--- config.mk ---
export PLATFORM = sky130hd
export DESIGN_NAME = dyn_output_arb_mux
export DESIGN_NICKNAME = d
export VERILOG_FILES = /design/src/rtl/dyn_node_arb_pkg.sv /design/src/rtl/dyn_output_arb_mux_rr_arbiter.sv /design/src/rtl/dyn_output_arb_mux.sv
export SDC_FILE = /design/constraint.sdc
export NUM_CORES = 1
export LEC_CHECK = 0
export ABC_CLOCK_PERIOD_IN_PS = 6100
export BUFFER_PORTS_ARGS = -buffer_cell sky130_fd_sc_hd__buf_2
export CAP_MARGIN = 15
export CORE_AREA = 2 2 156 158
export DETAILED_ROUTE_END_ITERATION = 10
export DIE_AREA = 0 0 158 160
export GPL_ROUTABILITY_DRIVEN = 0
export SYNTH_ARGS = -nofsm -noshare
export SYNTH_HDL_FRONTEND = slang
export SYNTH_HIERARCHICAL = 1
export SYNTH_SLANG_ARGS = --single-unit
--- constraint.sdc ---
create_clock -name clk -period 6.1 [get_ports clk]
set_input_delay 0 -clock clk [delete_from_list [all_inputs] [get_ports clk]]
set_output_delay 0 -clock clk [all_outputs]
set_load 0.005 [all_outputs]
--- src/rtl/dyn_node_arb_pkg.sv ---
// Shared definitions for the dynamic output arbiter: lock FSM encoding and
// default location of the header payload-length field.
package dyn_node_arb_pkg;

  typedef enum logic {
    IDLE   = 1'b0,
    LOCKED = 1'b1
  } arb_state_e;

  localparam int DEF_LEN_LSB = 22;
  localparam int DEF_LEN_W   = 8;

endpackage

--- src/rtl/dyn_output_arb_mux_rr_arbiter.sv ---
// Combinational round-robin picker: first requester at or above ptr_i, wrapping modulo N.
// Zero latency; no state, so backpressure is the caller's concern.
module rr_arbiter #(
  parameter int N  = 5,
  parameter int IW = $clog2(N)
) (
  input  logic [N-1:0]  req_i,
  input  logic [IW-1:0] ptr_i,
  output logic [N-1:0]  gnt_o,
  output logic [IW-1:0] idx_o,
  output logic          vld_o
);

  logic [IW-1:0] cand;

  always_comb begin
    gnt_o = '0;
    idx_o = '0;
    vld_o = 1'b0;
    cand  = '0;
    for (int k = 0; k < N; k++) begin
      cand = IW'((int'(ptr_i) + k) % N);
      if (!vld_o && req_i[cand]) begin
        vld_o       = 1'b1;
        gnt_o[cand] = 1'b1;
        idx_o       = cand;
      end
    end
  end

endmodule

--- src/rtl/dyn_output_arb_mux.sv ---
// Packet-locking N:1 flit mux: round-robin on headers, holds the channel for len body flits.
// One registered stage, 1-cycle latency; inputs stall whenever the output register is full and not drained.
module dyn_output_arb_mux
  import dyn_node_arb_pkg::*;
#(
  parameter int WIDTH   = 64,
  parameter int NUM_IN  = 5,
  parameter int LEN_LSB = DEF_LEN_LSB,
  parameter int LEN_W   = DEF_LEN_W
) (
  input  logic                    clk,
  input  logic                    rst_n,
  input  logic [NUM_IN*WIDTH-1:0] in_data,
  input  logic [NUM_IN-1:0]       in_valid,
  output logic [NUM_IN-1:0]       in_ready,
  output logic [WIDTH-1:0]        out_data,
  output logic                    out_valid,
  input  logic                    out_ready,
  output logic [2:0]              out_sel
);

  localparam int IW = $clog2(NUM_IN);

  arb_state_e       state_q, state_d;
  logic [IW-1:0]    rr_ptr_q, rr_ptr_d;
  logic [IW-1:0]    owner_q, owner_d;
  logic [LEN_W-1:0] rem_q, rem_d;
  logic             out_valid_q, out_valid_d;
  logic [WIDTH-1:0] out_data_q, out_data_d;

  logic [WIDTH-1:0] ch_dat [NUM_IN];
  logic [NUM_IN-1:0] gnt;
  logic [IW-1:0]    gnt_idx, sel_idx;
  logic             gnt_vld, load_en, load;
  logic [WIDTH-1:0] sel_dat;
  logic [LEN_W-1:0] hdr_len;

  function automatic logic [IW-1:0] wrap_inc(input logic [IW-1:0] idx);
    return (int'(idx) == NUM_IN - 1) ? '0 : idx + IW'(1);
  endfunction

  for (genvar i = 0; i < NUM_IN; i++) begin : g_ch
    assign ch_dat[i] = in_data[i*WIDTH +: WIDTH];
  end

  rr_arbiter #(.N(NUM_IN), .IW(IW)) u_rr (
    .req_i (in_valid),
    .ptr_i (rr_ptr_q),
    .gnt_o (gnt),
    .idx_o (gnt_idx),
    .vld_o (gnt_vld)
  );

  assign load_en = !out_valid_q || out_ready;
  assign sel_idx = (state_q == LOCKED) ? owner_q : gnt_idx;
  assign sel_dat = ch_dat[sel_idx];
  assign hdr_len = sel_dat[LEN_LSB +: LEN_W];
  assign load    = |(in_valid & in_ready);

  always_comb begin
    state_d  = state_q;
    rr_ptr_d = rr_ptr_q;
    owner_d  = owner_q;
    rem_d    = rem_q;
    in_ready = '0;
    case (state_q)
      IDLE: begin
        if (load_en) in_ready = gnt;
        if (load_en && gnt_vld) begin
          if (hdr_len == '0) begin
            rr_ptr_d = wrap_inc(gnt_idx);
          end else begin
            state_d = LOCKED;
            owner_d = gnt_idx;
            rem_d   = hdr_len;
          end
        end
      end
      LOCKED: begin
        // Owner keeps the output across valid gaps until its last body flit.
        in_ready[owner_q] = load_en;
        if (load_en && in_valid[owner_q]) begin
          rem_d = rem_q - LEN_W'(1);
          if (rem_q == LEN_W'(1)) begin
            state_d  = IDLE;
            rr_ptr_d = wrap_inc(owner_q);
          end
        end
      end
      default: ;
    endcase
    if (!rst_n) in_ready = '0;
  end

  always_comb begin
    out_valid_d = out_valid_q;
    out_data_d  = out_data_q;
    if (load_en) begin
      out_valid_d = load;
      if (load) out_data_d = sel_dat;
    end
  end

  always_ff @(posedge clk or negedge rst_n) begin
    if (!rst_n) begin
      state_q     <= IDLE;
      rr_ptr_q    <= '0;
      owner_q     <= '0;
      rem_q       <= '0;
      out_valid_q <= 1'b0;
      out_data_q  <= '0;
    end else begin
      state_q     <= state_d;
      rr_ptr_q    <= rr_ptr_d;
      owner_q     <= owner_d;
      rem_q       <= rem_d;
      out_valid_q <= out_valid_d;
      out_data_q  <= out_data_d;
    end
  end

  assign out_valid = out_valid_q;
  assign out_data  = out_data_q;
  assign out_sel   = 3'(sel_idx);

endmodule

==> flow_summary.toml, run 1 <==
[power_and_ir_drop]
leakagePower_nw = 5.32
sw_frac_of_total = 0.486
ir_worst_vdd_v = 0.000305
p_seq_frac = 0.138
clkPwrFrac = 0.081
powerDensity_mw_per_mm2 = 645
p_switching_mw = 3.47
p_int_mw = 3.67
comb_power_share = 0.781
finalPower_mw = 7.15

[synth]
synth_nets = 1168
synthDistinctLibCells = 88
ys_seq_elements = 80
avgSynthCellArea_um2 = 9.47
syn_area_mm2 = 0.00770
yosys_warnings = 6
seq_area_frac_synth = 0.260
synth-main-ff-cell = "dfrtp_1"
synthArstFlopShare = 1.00
synthCells = 813
synth_edf_count = 0

[global_route]
grt_antenna_before_repair = 14
grt_pass1_wl_mm = 50.1
grt_pass1_vias = 8398
overflow = 0
grt_max_degree = 79
grtUsageTotal = 0.267

[cells_and_area]
final_cell_mix = "buf_2 (399), nand2_1 (96), dfrtp_1 (80)"
nFillCells = 2397
area_delta_synth_final_pct = 43.8
design_area_mm2 = 0.0111
final_util = 0.465
area.sequential_mm2 = 0.00200
fin_nets = 1607
multi_input_area_mm2 = 0.00537
drive_gt1_frac = 0.465
final_common_cell = "buf_2"

[cts]
cts_tree = "done"
cts-buffers-inserted = 9
clkTransAtPathRegs_ns = 0.07
cts_max_path_buffers = 2
clock_insertion_delay_worst_skew_ns = 0.35
h-tree-depth = 3
clock-sinks = 80
cts_root_buffer = "clkbuf_16"

[timing]
finalSetupViolations = 0
fin_worst_skew_ns = 0.0111
fin_crit_ns = 5.76
slew_violations = 0
period_share = 0.944
fmax_mhz = 174
worstMarginPinSlew_ns = 0.710
maxSlewHeadroom = 0.527
rsz0062_at_grt = "false"
hold_violations = 0
tns_ns = 0

[setup_path]
worstReg2RegEnd = "rr_ptr_q[1]"
startpoint_type = "flop"
crit_fanout = 17
r2r-start = "rr_ptr_q[1]"
critical_path_arrival_ns = 6.00
path_class = "reg2reg"
rrSetupSlack_ns = 0.34
worstSetupEndpointType = "flop"
worstPathRequired_ns = 6.34
r2r_cells = 27
worstSetupStartpoint = "rr_ptr_q[1]"

[drt]
drc = 0
via_count = 8578
wl_per_cell_um = 21.8
drtAntennaViolNets = 0
via_per_inst = 5.39
first_pass_iters = 5
drt_iter0_drc = 646
wl_mm = 34.7

[hold_path]
holdPathEnd = "out_data[40]"
hp-class = "in2reg"
min_path_cells = 3
holdCritStartpoint = "in_data[296]"

[floorplanning]
start_util = 0.323
boundaryPins = 401
row_count = 57
coreArea_mm2 = 0.0238
dieArea_mm2 = 0.0253
die_h_um = 160
fp.dieW_um = 158

[status]
outcome = "complete, no violations"

[job]
max_cap_viol_count = 0

[placed_design]
hpwl_mm = 28.4
port_buffers = 400
placed_area_mm2 = 0.0101
==> cell type report <==
class	count	share of cell area
well taps	324	0.0366
diodes	11	0.00249
flip-flops and latches	80	0.181
clock inverters	7	0.00791
repair buffers	487	0.255
inverters	34	0.0119
clock buffers	9	0.0203
multi-input cells	640	0.485
==> critical path, stage by stage (launching register included) <==
cell and delay (ns):
dfrtp_1 0.38, inv_1 0.09, ha_2 0.18, inv_1 0.07, ha_1 0.30, inv_1 0.06
ha_1 0.21, o31a_2 0.34, xnor2_4 0.19, clkinv_2 0.15, ha_4 0.18, nand2b_1 0.17
a22oi_4 0.22, nor3_1 0.09, a31oi_1 0.25, o32ai_2 0.16, nand3_2 0.14, and3_1 0.18
o22ai_1 0.11, buf_12 0.18, mux2_4 0.33, buf_4 0.18, a21o_1 0.18, a32oi_2 0.19
nand3_2 0.15, or4_4 0.55, o21ai_4 0.11, mux2_4 0.31
==> cell usage after synthesis (7+ instances only) <==
| cell type | instances | share of area |
|---|---|---|
| nor2b_1 | 10 | 0.0081 |
| inv_1 | 30 | 0.015 |
| buf_1 | 7 | 0.0034 |
| dfrtp_1 | 80 | 0.26 |
| nor2_1 | 39 | 0.019 |
| mux4_2 | 57 | 0.17 |
| nand3_1 | 15 | 0.0098 |
| a31oi_1 | 8 | 0.0065 |
| nand2b_1 | 21 | 0.017 |
| buf_2 | 14 | 0.0091 |
| clkbuf_1 | 26 | 0.013 |
| xnor2_1 | 12 | 0.014 |
| mux2_2 | 13 | 0.019 |
| ha_1 | 27 | 0.044 |
| mux2i_1 | 15 | 0.020 |
| a22oi_1 | 64 | 0.062 |
| o21ai_0 | 75 | 0.049 |
| a21oi_1 | 33 | 0.021 |
| buf_4 | 7 | 0.0068 |
| nand2_1 | 96 | 0.047 |
==> metrics by stage <==
| step | setup slack, ns | hold WS [ns] | std cells |
|---|---|---|---|
| 6_report | 0.339 | 0.0118 | 1592 |
| 5_1_grt | 0.00775 | 0.0189 | 1589 |
| 4_1_cts | 0.0297 | 0.00103 | 1573 |
| 3_5_place_dp | -0.103 | 0.0132 | 1508 |
| 3_3_place_gp | 0.104 | 0.0105 | 1508 |
| 2_1_floorplan | 0.0181 | -0.296 | 813 |
==> state kept, by name, summed over array words and instances (netlist names) <==
register / flops
out_valid: 1
state_q: 1
out_data: 64
rem_q: 8
owner_q: 3
rr_ptr_q: 3
==> metal layers <==
metal,vias to the layer above,global-route usage,routed length (um)
met4,6,0.156,2420
met2,388,0.459,17200
li1,4023,-,-
met5,-,0,41
met3,77,0.0491,2240
met1,4084,0.308,12800
==> power groups by stage <==
stage               sequential, mW  clock (mW)  combinational [mW]
finish                       0.987       0.578                5.58
detailed placement           0.996           0                5.34
global route                  1.01       0.612                6.07
CTS                          0.986       0.597                5.40
global placement             0.991           0                5.28
floorplan                    0.957           0                3.80
==> what timing repair did <==
item                                    in CTS  in global routing
pin swaps                                    0                  2
hold endpoints to repair                    84                  0
endpoints found under the setup margin       7                 58
setup buffers                                0                  7
hold buffers                                49                  0
gates cloned                                 0                  1
gates resized for setup                      1                 13
==> worst max-delay path by stage <==
stage                   to  depth (start not counted)
2_1_floorplan  rr_ptr_q[1]                         25
3_3_place_gp   rr_ptr_q[1]                         25
3_5_place_dp   rr_ptr_q[1]                         26
4_1_cts        rr_ptr_q[1]                         26
5_1_grt        rr_ptr_q[2]                         26
6_report       rr_ptr_q[1]                         27
==> cell families after synthesis <==
logic type	share of synthesized area
AOI/OAI and AO/OA	0.257
and+or+nand+nor	0.151
buffers and inverters	0.0567
muxes	0.213
DFF	0.260
adders and majority gates	0.0439
xor gates and xnor gates	0.0192
(Power assumes the default switching activity.)
==> inputs of run 2 (changes only) <==
ABC_CLOCK_PERIOD_IN_PS = 5200   (was 6100)
clock period = 5.2 ns   (was 6.1 ns; I/O delays follow)
==> flow_summary.toml, run 2 (same netlist as run 1, synthesis figures left out) <==
[floorplanning]
fp.dieW_um = 158
die_h_um = 160
coreArea_mm2 = 0.0238
dieArea_mm2 = 0.0253
boundaryPins = 401
row_count = 57
start_util = 0.323

[timing]
hold_slack_ns = -0.0208
slew_violations = 0
maxSlewHeadroom = 0.477
finalSetupViolations = 14
fin_worst_skew_ns = 0.0124
fmax_mhz = 185
hold_violations = 3
tns_ns = -1.97
fin_crit_ns = 5.40
fin_ws_ns = -0.204
period_share = 1.04
rsz0062_at_grt = "true"
worstMarginPinSlew_ns = 0.785

[setup_path]
critical_path.max_stage_delay_ns = 0.63
startpoint_type = "flop"
crit_top_cell = "ha_4"
crit_fanout = 9
worstSetupEndpointType = "flop"
critical_path_arrival_ns = 5.63
cp_cell_sequence = "inv_8, ha_4, inv_4, ha_4, inv_2, ha_4, o31a_4, xnor2_4, inv_4, ha_4, mux4_2, nor2_4, o32ai_4, nand3_4, nor3_2, or4_4, mux2i_4, inv_4, nor2_1, o32a_1, nand4_4, or4_4, o21ai_4, mux2_4"
cp_slowest_cell = "or4_4"
path_class = "reg2reg"
worstPathRequired_ns = 5.42

[hold_path]
hp-class = "in2reg"

[drt]
wl_mm = 38.5
drt_iter0_drc = 794
via_count = 9297
drc = 0
via_per_inst = 5.39
drtAntennaViolNets = 0
first_pass_iters = 8
wl_per_cell_um = 22.3

[cells_and_area]
largest_reg_flops = 64
area_delta_synth_final_pct = 66.8
drive_gt1_frac = 0.570
final_common_cell = "buf_2"
final_cell_mix = "buf_2 (399), buf_4 (145), nand2_1 (95)"
fin_nets = 1741

[placed_design]
port_buffers = 400
hpwl_mm = 29.3

[power_and_ir_drop]
powerDensity_mw_per_mm2 = 844
ir_worst_vdd_v = 0.000388
leakagePower_nw = 6.15
finalPower_mw = 10.8

[cts]
clkTransAtPathRegs_ns = 0.06
cts-buffers-inserted = 9
cts_max_path_buffers = 2
cts_root_buffer = "clkbuf_16"
clock_insertion_delay_worst_skew_ns = 0.35
h-tree-depth = 3
clock-sinks = 80
cts_tree = "done"

[global_route]
grtUsageTotal = 0.278
grt_antenna_before_repair = 18
grt_pass1_wl_mm = 52.2
grt_max_degree = 61
grt_pass1_vias = 8940
overflow = 0

[status]
violations = "negative hold slack, negative setup slack"
outcome = "finished with violations"

[job]
max_cap_viol_count = 0
==> run 2: cell types whose count changed in the layout (fill, tap and decap cells not counted), sizes merged <==
cell	previous run	this run
inv	36	34
and3	6	8
mux2i	16	15
diode	11	10
bufinv	1	2
clkbuf	9	17
clkinv	2	3
dlygate4sd3	49	43
buf	438	570
clkinvlp	2	0
==> run 2: layer usage <==
metal | vias up | global-route usage | wire [um]
met5 | - | 0 | 121
met4 | 18 | 0.0930 | 1110
met3 | 76 | 0.0735 | 3330
met2 | 428 | 0.484 | 19600
met1 | 4486 | 0.329 | 14300
li1 | 4289 | - | -
==> run 2: final cells by class <==
type,instances,area (um^2)
clock buffers,10,229
multi-input cells,641,5840
fillers,2243,11000
inverters,34,143
clock inverters,5,82.6
repair buffers,620,4110
well taps,324,405
flip-flops and latches,80,2010
diodes,10,25.0
==> run 2: per-stage QoR <==
stage | std cells | utilization | instance area, um^2 | setup slack (ns)
6_report | 1724 | 0.539 | 12800 | -0.204
5_1_grt | 1720 | 0.539 | 12800 | -0.428
4_1_cts | 1683 | 0.507 | 12100 | -0.146
3_5_place_dp | 1601 | 0.462 | 11000 | -0.233
3_3_place_gp | 1601 | 0.462 | 11000 | -0.143
2_1_floorplan | 813 | - | 7900 | -0.233
==> run 2: path summary, 6_finish.rpt <==
| path | from | endpoint | slack [ns] | cells past startpoint |
|---|---|---|---|---|
| worst max-delay path | rr_ptr_q[0] | rr_ptr_q[1] | -0.20 | 24 |
| worst max register to register | rr_ptr_q[0] | rr_ptr_q[1] | -0.20 | 24 |
| worst min register to register | out_data[44] | out_data[44] | 0.47 | 2 |
| max in group asynchronous | rst_n | rr_ptr_q[0] | 3.96 | 3 |
| worst min-delay path | in_data[291] | out_data[35] | -0.02 | 3 |
| min in group asynchronous | rst_n | out_data[8] | 0.10 | 2 |
==> run 2: power breakdown <==
group | internal [mW] | switching, mW | total (mW)
clock | 0.420 | 0.277 | 0.696
combinational | 4.65 | 4.34 | 8.99
sequential | 0.929 | 0.232 | 1.16
total | 6.00 | 4.85 | 10.8
==> run 2: worst max-delay path: cells and delay by family, from the launching register on <==
family,cells,cell delay (ns)
AO/OA/AOI/OAI,4,0.76
AND/OR/NAND/NOR,7,1.67
flip-flops,1,0.46
adder cells (fa/ha/maj),4,0.82
buffers and inverters,5,0.32
XOR/XNOR,1,0.19
multiplexers,3,1.05
==> run 2: timing repair <==
item	4_1_cts	5_1_grt
pin swaps	18	21
setup buffers	25	18
setup endpoints to repair	52	80
resized for setup	34	106
endpoints found under the hold margin	61	1
hold buffers	42	1
gates cloned	0	12
